**src/rtl/uart_rx.sv**
```systemverilog
// UART receiver: 16x oversampled, 5..8 data bits, optional even/odd parity,
// one or two stop bits. Each frame is delivered as a registered one-clk
// rx_valid pulse together with its data and error flags.
module uart_rx #(
   parameter int unsigned DATA_BITS = 8
) (
   input  logic       clk,
   input  logic       rst,
   input  logic       baud_tick,
   input  logic       rx,
   input  logic       parity_en,
   input  logic       parity_odd,
   input  logic       stop2,
   output logic [7:0] rx_data,
   output logic       rx_valid,
   output logic       parity_err,
   output logic       frame_err,
   output logic       busy
);

   localparam int unsigned TICK_W = 4;
   localparam int unsigned BIT_W  = 3;
   localparam int unsigned BYTE_W = 8;

   // Mid start bit (half a bit time after detection) and mid data/parity/stop bit.
   localparam logic [TICK_W-1:0] MID_START = TICK_W'(7);
   localparam logic [TICK_W-1:0] MID_BIT   = TICK_W'(15);
   localparam logic [BIT_W-1:0]  LAST_BIT  = BIT_W'(DATA_BITS - 1);

   typedef enum logic [2:0] {
      S_IDLE,
      S_START,
      S_DATA,
      S_PARITY,
      S_STOP,
      S_WAIT_HIGH
   } state_e;

   // Synchronizer flops
   logic rx_meta_q;
   logic rx_s_q;

   // Frame state
   state_e              state_q,      state_d;
   logic [TICK_W-1:0]   tick_cnt_q,   tick_cnt_d;
   logic [BIT_W-1:0]    bit_cnt_q,    bit_cnt_d;
   logic [BYTE_W-1:0]   shift_q,      shift_d;
   logic                stop_second_q, stop_second_d;
   logic                par_err_q,    par_err_d;
   logic                ferr_q,       ferr_d;

   // Configuration captured at the start of each frame
   logic                cfg_par_en_q,  cfg_par_en_d;
   logic                cfg_par_odd_q, cfg_par_odd_d;
   logic                cfg_stop2_q,   cfg_stop2_d;

   // Output registers
   logic [BYTE_W-1:0]   rx_data_q,    rx_data_d;
   logic                rx_valid_q,   rx_valid_d;
   logic                parity_err_q, parity_err_d;
   logic                frame_err_q,  frame_err_d;
   logic                busy_q,       busy_d;

   // Two-flop synchronizer for the asynchronous serial line (idle high).
   always_ff @(posedge clk) begin
      if (rst) begin
         rx_meta_q <= 1'b1;
         rx_s_q    <= 1'b1;
      end else begin
         rx_meta_q <= rx;
         rx_s_q    <= rx_meta_q;
      end
   end

   // State, counters, captured config and output registers.
   always_ff @(posedge clk) begin
      if (rst) begin
         state_q       <= S_IDLE;
         tick_cnt_q    <= '0;
         bit_cnt_q     <= '0;
         shift_q       <= '0;
         stop_second_q <= 1'b0;
         par_err_q     <= 1'b0;
         ferr_q        <= 1'b0;
         cfg_par_en_q  <= 1'b0;
         cfg_par_odd_q <= 1'b0;
         cfg_stop2_q   <= 1'b0;
         rx_data_q     <= '0;
         rx_valid_q    <= 1'b0;
         parity_err_q  <= 1'b0;
         frame_err_q   <= 1'b0;
         busy_q        <= 1'b0;
      end else begin
         state_q       <= state_d;
         tick_cnt_q    <= tick_cnt_d;
         bit_cnt_q     <= bit_cnt_d;
         shift_q       <= shift_d;
         stop_second_q <= stop_second_d;
         par_err_q     <= par_err_d;
         ferr_q        <= ferr_d;
         cfg_par_en_q  <= cfg_par_en_d;
         cfg_par_odd_q <= cfg_par_odd_d;
         cfg_stop2_q   <= cfg_stop2_d;
         rx_data_q     <= rx_data_d;
         rx_valid_q    <= rx_valid_d;
         parity_err_q  <= parity_err_d;
         frame_err_q   <= frame_err_d;
         busy_q        <= busy_d;
      end
   end

   // Next-state logic: everything advances only on baud ticks; rx_valid is a pulse.
   always_comb begin
      state_d       = state_q;
      tick_cnt_d    = tick_cnt_q;
      bit_cnt_d     = bit_cnt_q;
      shift_d       = shift_q;
      stop_second_d = stop_second_q;
      par_err_d     = par_err_q;
      ferr_d        = ferr_q;
      cfg_par_en_d  = cfg_par_en_q;
      cfg_par_odd_d = cfg_par_odd_q;
      cfg_stop2_d   = cfg_stop2_q;
      rx_data_d     = rx_data_q;
      rx_valid_d    = 1'b0;
      parity_err_d  = parity_err_q;
      frame_err_d   = frame_err_q;

      if (baud_tick) begin
         unique case (state_q)
            S_IDLE: begin
               if (!rx_s_q) begin
                  state_d       = S_START;
                  tick_cnt_d    = '0;
                  bit_cnt_d     = '0;
                  shift_d       = '0;
                  stop_second_d = 1'b0;
                  par_err_d     = 1'b0;
                  ferr_d        = 1'b0;
                  cfg_par_en_d  = parity_en;
                  cfg_par_odd_d = parity_odd;
                  cfg_stop2_d   = stop2;
               end
            end

            S_START: begin
               if (tick_cnt_q == MID_START) begin
                  tick_cnt_d = '0;
                  // A line that is high again at mid start bit was a glitch.
                  state_d    = rx_s_q ? S_IDLE : S_DATA;
               end else begin
                  tick_cnt_d = tick_cnt_q + TICK_W'(1);
               end
            end

            S_DATA: begin
               tick_cnt_d = tick_cnt_q + TICK_W'(1);
               if (tick_cnt_q == MID_BIT) begin
                  shift_d[bit_cnt_q] = rx_s_q;
                  if (bit_cnt_q == LAST_BIT) begin
                     bit_cnt_d = '0;
                     state_d   = cfg_par_en_q ? S_PARITY : S_STOP;
                  end else begin
                     bit_cnt_d = bit_cnt_q + BIT_W'(1);
                  end
               end
            end

            S_PARITY: begin
               tick_cnt_d = tick_cnt_q + TICK_W'(1);
               if (tick_cnt_q == MID_BIT) begin
                  // Unused upper shift bits are zero, so the full-width XOR is exact.
                  par_err_d = (^shift_q) ^ rx_s_q ^ cfg_par_odd_q;
                  state_d   = S_STOP;
               end
            end

            S_STOP: begin
               tick_cnt_d = tick_cnt_q + TICK_W'(1);
               if (tick_cnt_q == MID_BIT) begin
                  if (cfg_stop2_q && !stop_second_q) begin
                     stop_second_d = 1'b1;
                     ferr_d        = ferr_q | ~rx_s_q;
                  end else begin
                     rx_valid_d   = 1'b1;
                     rx_data_d    = shift_q;
                     parity_err_d = cfg_par_en_q & par_err_q;
                     frame_err_d  = ferr_q | ~rx_s_q;
                     ferr_d       = ferr_q | ~rx_s_q;
                     // After a framing error wait for the line to go idle so a
                     // break is not mistaken for a new start bit.
                     state_d      = (ferr_q | ~rx_s_q) ? S_WAIT_HIGH : S_IDLE;
                  end
               end
            end

            S_WAIT_HIGH: begin
               if (rx_s_q) begin
                  state_d = S_IDLE;
               end
            end

            default: begin
               state_d = S_IDLE;
            end
         endcase
      end

      busy_d = (state_d != S_IDLE);
   end

   assign rx_data    = rx_data_q;
   assign rx_valid   = rx_valid_q;
   assign parity_err = parity_err_q;
   assign frame_err  = frame_err_q;
   assign busy       = busy_q;

endmodule

```
**config.mk**
```make
export PLATFORM = sky130hd
export DESIGN_NAME = uart_rx
export DESIGN_NICKNAME = d
export VERILOG_FILES = /design/src/rtl/uart_rx.sv
export SDC_FILE = /design/constraint.sdc
export NUM_CORES = 1
export LEC_CHECK = 0
export CORE_ASPECT_RATIO = 0.6
export CORE_MARGIN = 2
export CORE_UTILIZATION = 51
export CTS_BUF_LIST = sky130_fd_sc_hd__clkbuf_4 sky130_fd_sc_hd__clkbuf_8 sky130_fd_sc_hd__clkbuf_16
export DETAILED_ROUTE_END_ITERATION = 12
export HOLD_SLACK_MARGIN = 0.08
export PLACE_DENSITY = 0.75
export SYNTH_ARGS = -nofsm -noshare
export SYNTH_HDL_FRONTEND = slang
export SYNTH_SLANG_ARGS = --single-unit
```
**constraint.sdc**
```tcl
create_clock -name clk -period 1.8 [get_ports clk]
set_input_delay 0.36 -clock clk [delete_from_list [all_inputs] [get_ports clk]]
set_output_delay 0.36 -clock clk [all_outputs]
set_load 0.03 [all_outputs]
```
==> run summary <==
outcome -> finished clean
WHS Path Cells -> 1
RSZ-0062 raised after global routing -> true
post-synthesis sequential element count -> 38
CP endpoint kind -> register
Required @ worst endpoint -> 2.04 ns
worst min-delay path class -> reg2reg
CP startpoint kind -> register
die height -> 52.2 um
final hold violations -> 0
cells after synthesis -> 222
Antenna Nets Post-Route -> 0
Final Util -> 67.4%
largest net degree at the start of global routing -> 17
CTS Buf Count -> 5
Syn. warnings -> 0
R2R Setup Slk -> 0.09 ns
post_cts resized -> 1
Vias per Instance -> 5.60
Core Region -> 3700 sq um
# setup viols final -> 0
final instance area -> 2490 sq um
ANT cells -> 0
final WL -> 4530 um
placer's final routability congestion estimate -> 0.876
number of global-route vias before repair -> 1456
TritonCTS clock tree -> built
initial core utilization -> 53.4%
Clock Sinks -> 38
die footprint -> 4400 sq um
wire per inst -> 14.6 um
worst-margin pin slew -> 0.453 ns
Synth-to-Final Area Change -> 26.3%
depth of the CTS H-tree -> 2
first-pass GRT wire length -> 7370 um
Worst Hold End -> rx_s_q
worst vdd ir -> 0.537 mV
Setup Skew -> 0.00293 ns
Critical Path Max Stage Delay -> 0.40 ns
antenna violations before repair -> 0
Clock Latency Late Sink -> 0.30 ns
layout cells sized above 1 -> 22.8%
Fin Setup TNS -> 0 ns
Hold Startpoint -> rx_meta_q
PwrDens -> 632 nW/um^2
FP Rows -> 17
Max Cap Viol -> 0
drt first pass iters -> 4
Pwr Total -> 0.00158 W
syn_area_per_cell -> 8.90 sq um
grt ovf -> 0
worst reg2reg path depth -> 6
gr usage total -> 22.0%
Buffers on Ports -> 18
delay-heaviest family, CP -> simple AND/OR/NAND/NOR gates
slowest CP cell -> dfxtp_1
DR iter-0 viols -> 152
CP arrival -> 1.95 ns
Final min period -> 1.71 ns
clock slew at reported path FFs -> 0.07 ns
asr flop ratio synth -> 0%
drt drc -> 0
hold buffers post-CTS -> 0
placed cell areas -> 2360 sq um
Cell Area, Synth -> 1980 sq um
Mapped Nets -> 232
nets@finish -> 272
Die Span X -> 84.4 um
Pleak -> 0.907 nW
max-slew violation count -> 0
vias -> 1736
post-synthesis sequential area ratio -> 38.5%
CP Max Fanout -> 9
CTS Buffer Depth -> 2
I/O pin cnt -> 19
post-synth cell types -> 54
CP Launch Point -> state_q[1]
number of synthesized flops with an enable pin -> 0
Top FF cell, synth -> dfxtp_1
CP bufs+invs -> 1
Crit Reg-Reg Endpoint -> bit_cnt_q[0]
slew margin rel. -> 69.7%
WS Path Type -> reg2reg
CTS root buf -> clkbuf_8
final HPWL from detailed placement -> 3320 um
crit share post-route -> 95.2%
Post-CTS Setup Repair Bufs -> 0
Critical R2R Launch -> state_q[1]
cells along the critical path -> buf_4 > or2_2 > a211o_4 > nor3_2 > a21oi_1 > nor2_1
FMAX -> 584 MHz
Yosys cell counts, types with 4 or more instances:
master    instances  area share (%)
a22oi_1           4             1.5
nor3_1            7             1.8
nor2b_1           6             1.9
nand2b_1          5             1.6
o21ai_0          12             3.0
nor4_1            4             1.3
mux2i_1          13             6.6
xnor2_1           6             2.7
clkbuf_1          7             1.3
nand3_1           6             1.5
nand2_1          13             2.5
dfxtp_1          38              39
buf_2             4             1.0
a21oi_1          15             3.8
inv_1             6             1.1
nor2_1           23             4.4
sequential cells by signal, indices dropped and copies added (netlist names), 3 cells and up:
name        cells
rx_data         8
shift_q         8
tick_cnt_q      4
bit_cnt_q       3
state_q         3
logic make-up after synthesis:
family	share of synthesized area (%)
XOR/XNOR	5.13
flip-flops	38.5
AO/OA/AOI/OAI	18.0
buffers and inverters	5.45
multiplexers	7.16
AND/OR/NAND/NOR	23.9
adder cells (fa/ha/maj)	1.90
worst register-to-register path, stage by stage (launching register included):
cell	delay, ns
dfxtp_1	0.40
buf_4	0.19
or2_2	0.34
a211o_4	0.39
nor3_2	0.17
a21oi_1	0.07
nor2_1	0.10
report_power, final:
group / internal (W) / leakage (nW) / switching [W]
combinational: 0.0000502 / 0.553 / 0.0000553
sequential: 0.000846 / 0.307 / 0.00000703
clock: 0.000308 / 0.0472 / 0.000311
worst max path at each step:
stage / cells past startpoint / endpoint / slack [ns]
6_report: 6 / bit_cnt_q[0] / 0.09
5_1_grt: 5 / shift_q[4] / -0.002
4_1_cts: 7 / shift_q[2] / 0.02
3_5_place_dp: 7 / cfg_stop2_q / -0.17
3_3_place_gp: 7 / cfg_stop2_q / -0.13
2_1_floorplan: 6 / rx_data[1] / 0.15
placed cells by master, fill, tap and decap left out, types with 3 or more instances in the layout:
| cell type | count |
|---|---|
| inv_1 | 6 |
| clkbuf_8 | 6 |
| or2_2 | 3 |
| a41oi_1 | 3 |
| nor2b_1 | 6 |
| nor3_2 | 4 |
| xnor2_1 | 6 |
| nor3_1 | 6 |
| a22oi_1 | 4 |
| nor2_1 | 23 |
| nand2b_1 | 5 |
| buf_4 | 30 |
| mux2i_1 | 13 |
| nand2_1 | 12 |
| a21oi_1 | 15 |
| dfxtp_1 | 38 |
| nand3_1 | 6 |
| clkdlybuf4s50_1 | 18 |
| nor4_1 | 4 |
| xor2_1 | 3 |
| o21ai_0 | 11 |
final cells by class:
| cell class | count | area (sq um) |
|---|---|---|
| Clock buffer | 6 | 82.6 |
| Fill cell | 308 | 1210 |
| Timing Repair Buffer | 48 | 405 |
| Tap cell | 47 | 58.8 |
| Inverter | 7 | 26.3 |
| Clock inverter | 2 | 12.5 |
| Sequential cell | 38 | 761 |
| Multi-Input combinational cell | 162 | 1150 |
per-layer routing:
metal / share of wire, % / up-vias / track usage, %
met5: 0 / - / 0
li1: - / 872 / -
met1: 53 / 791 / 34.8
met4: 1.7 / 0 / 8.73
met3: 7.5 / 8 / 5.20
met2: 37 / 65 / 27.8
stage by stage:
stage / hold slack (ns) / setup slack [ns] / instances
6_report: 0.414 / 0.0868 / 310
5_1_grt: 0.429 / -0.00164 / 310
4_1_cts: 0.418 / 0.0250 / 310
3_5_place_dp: 0.400 / -0.169 / 302
3_3_place_gp: 0.391 / -0.125 / 302
2_1_floorplan: 0.389 / 0.155 / 222
No activity file was read; power rests on OpenSTA's default activity.
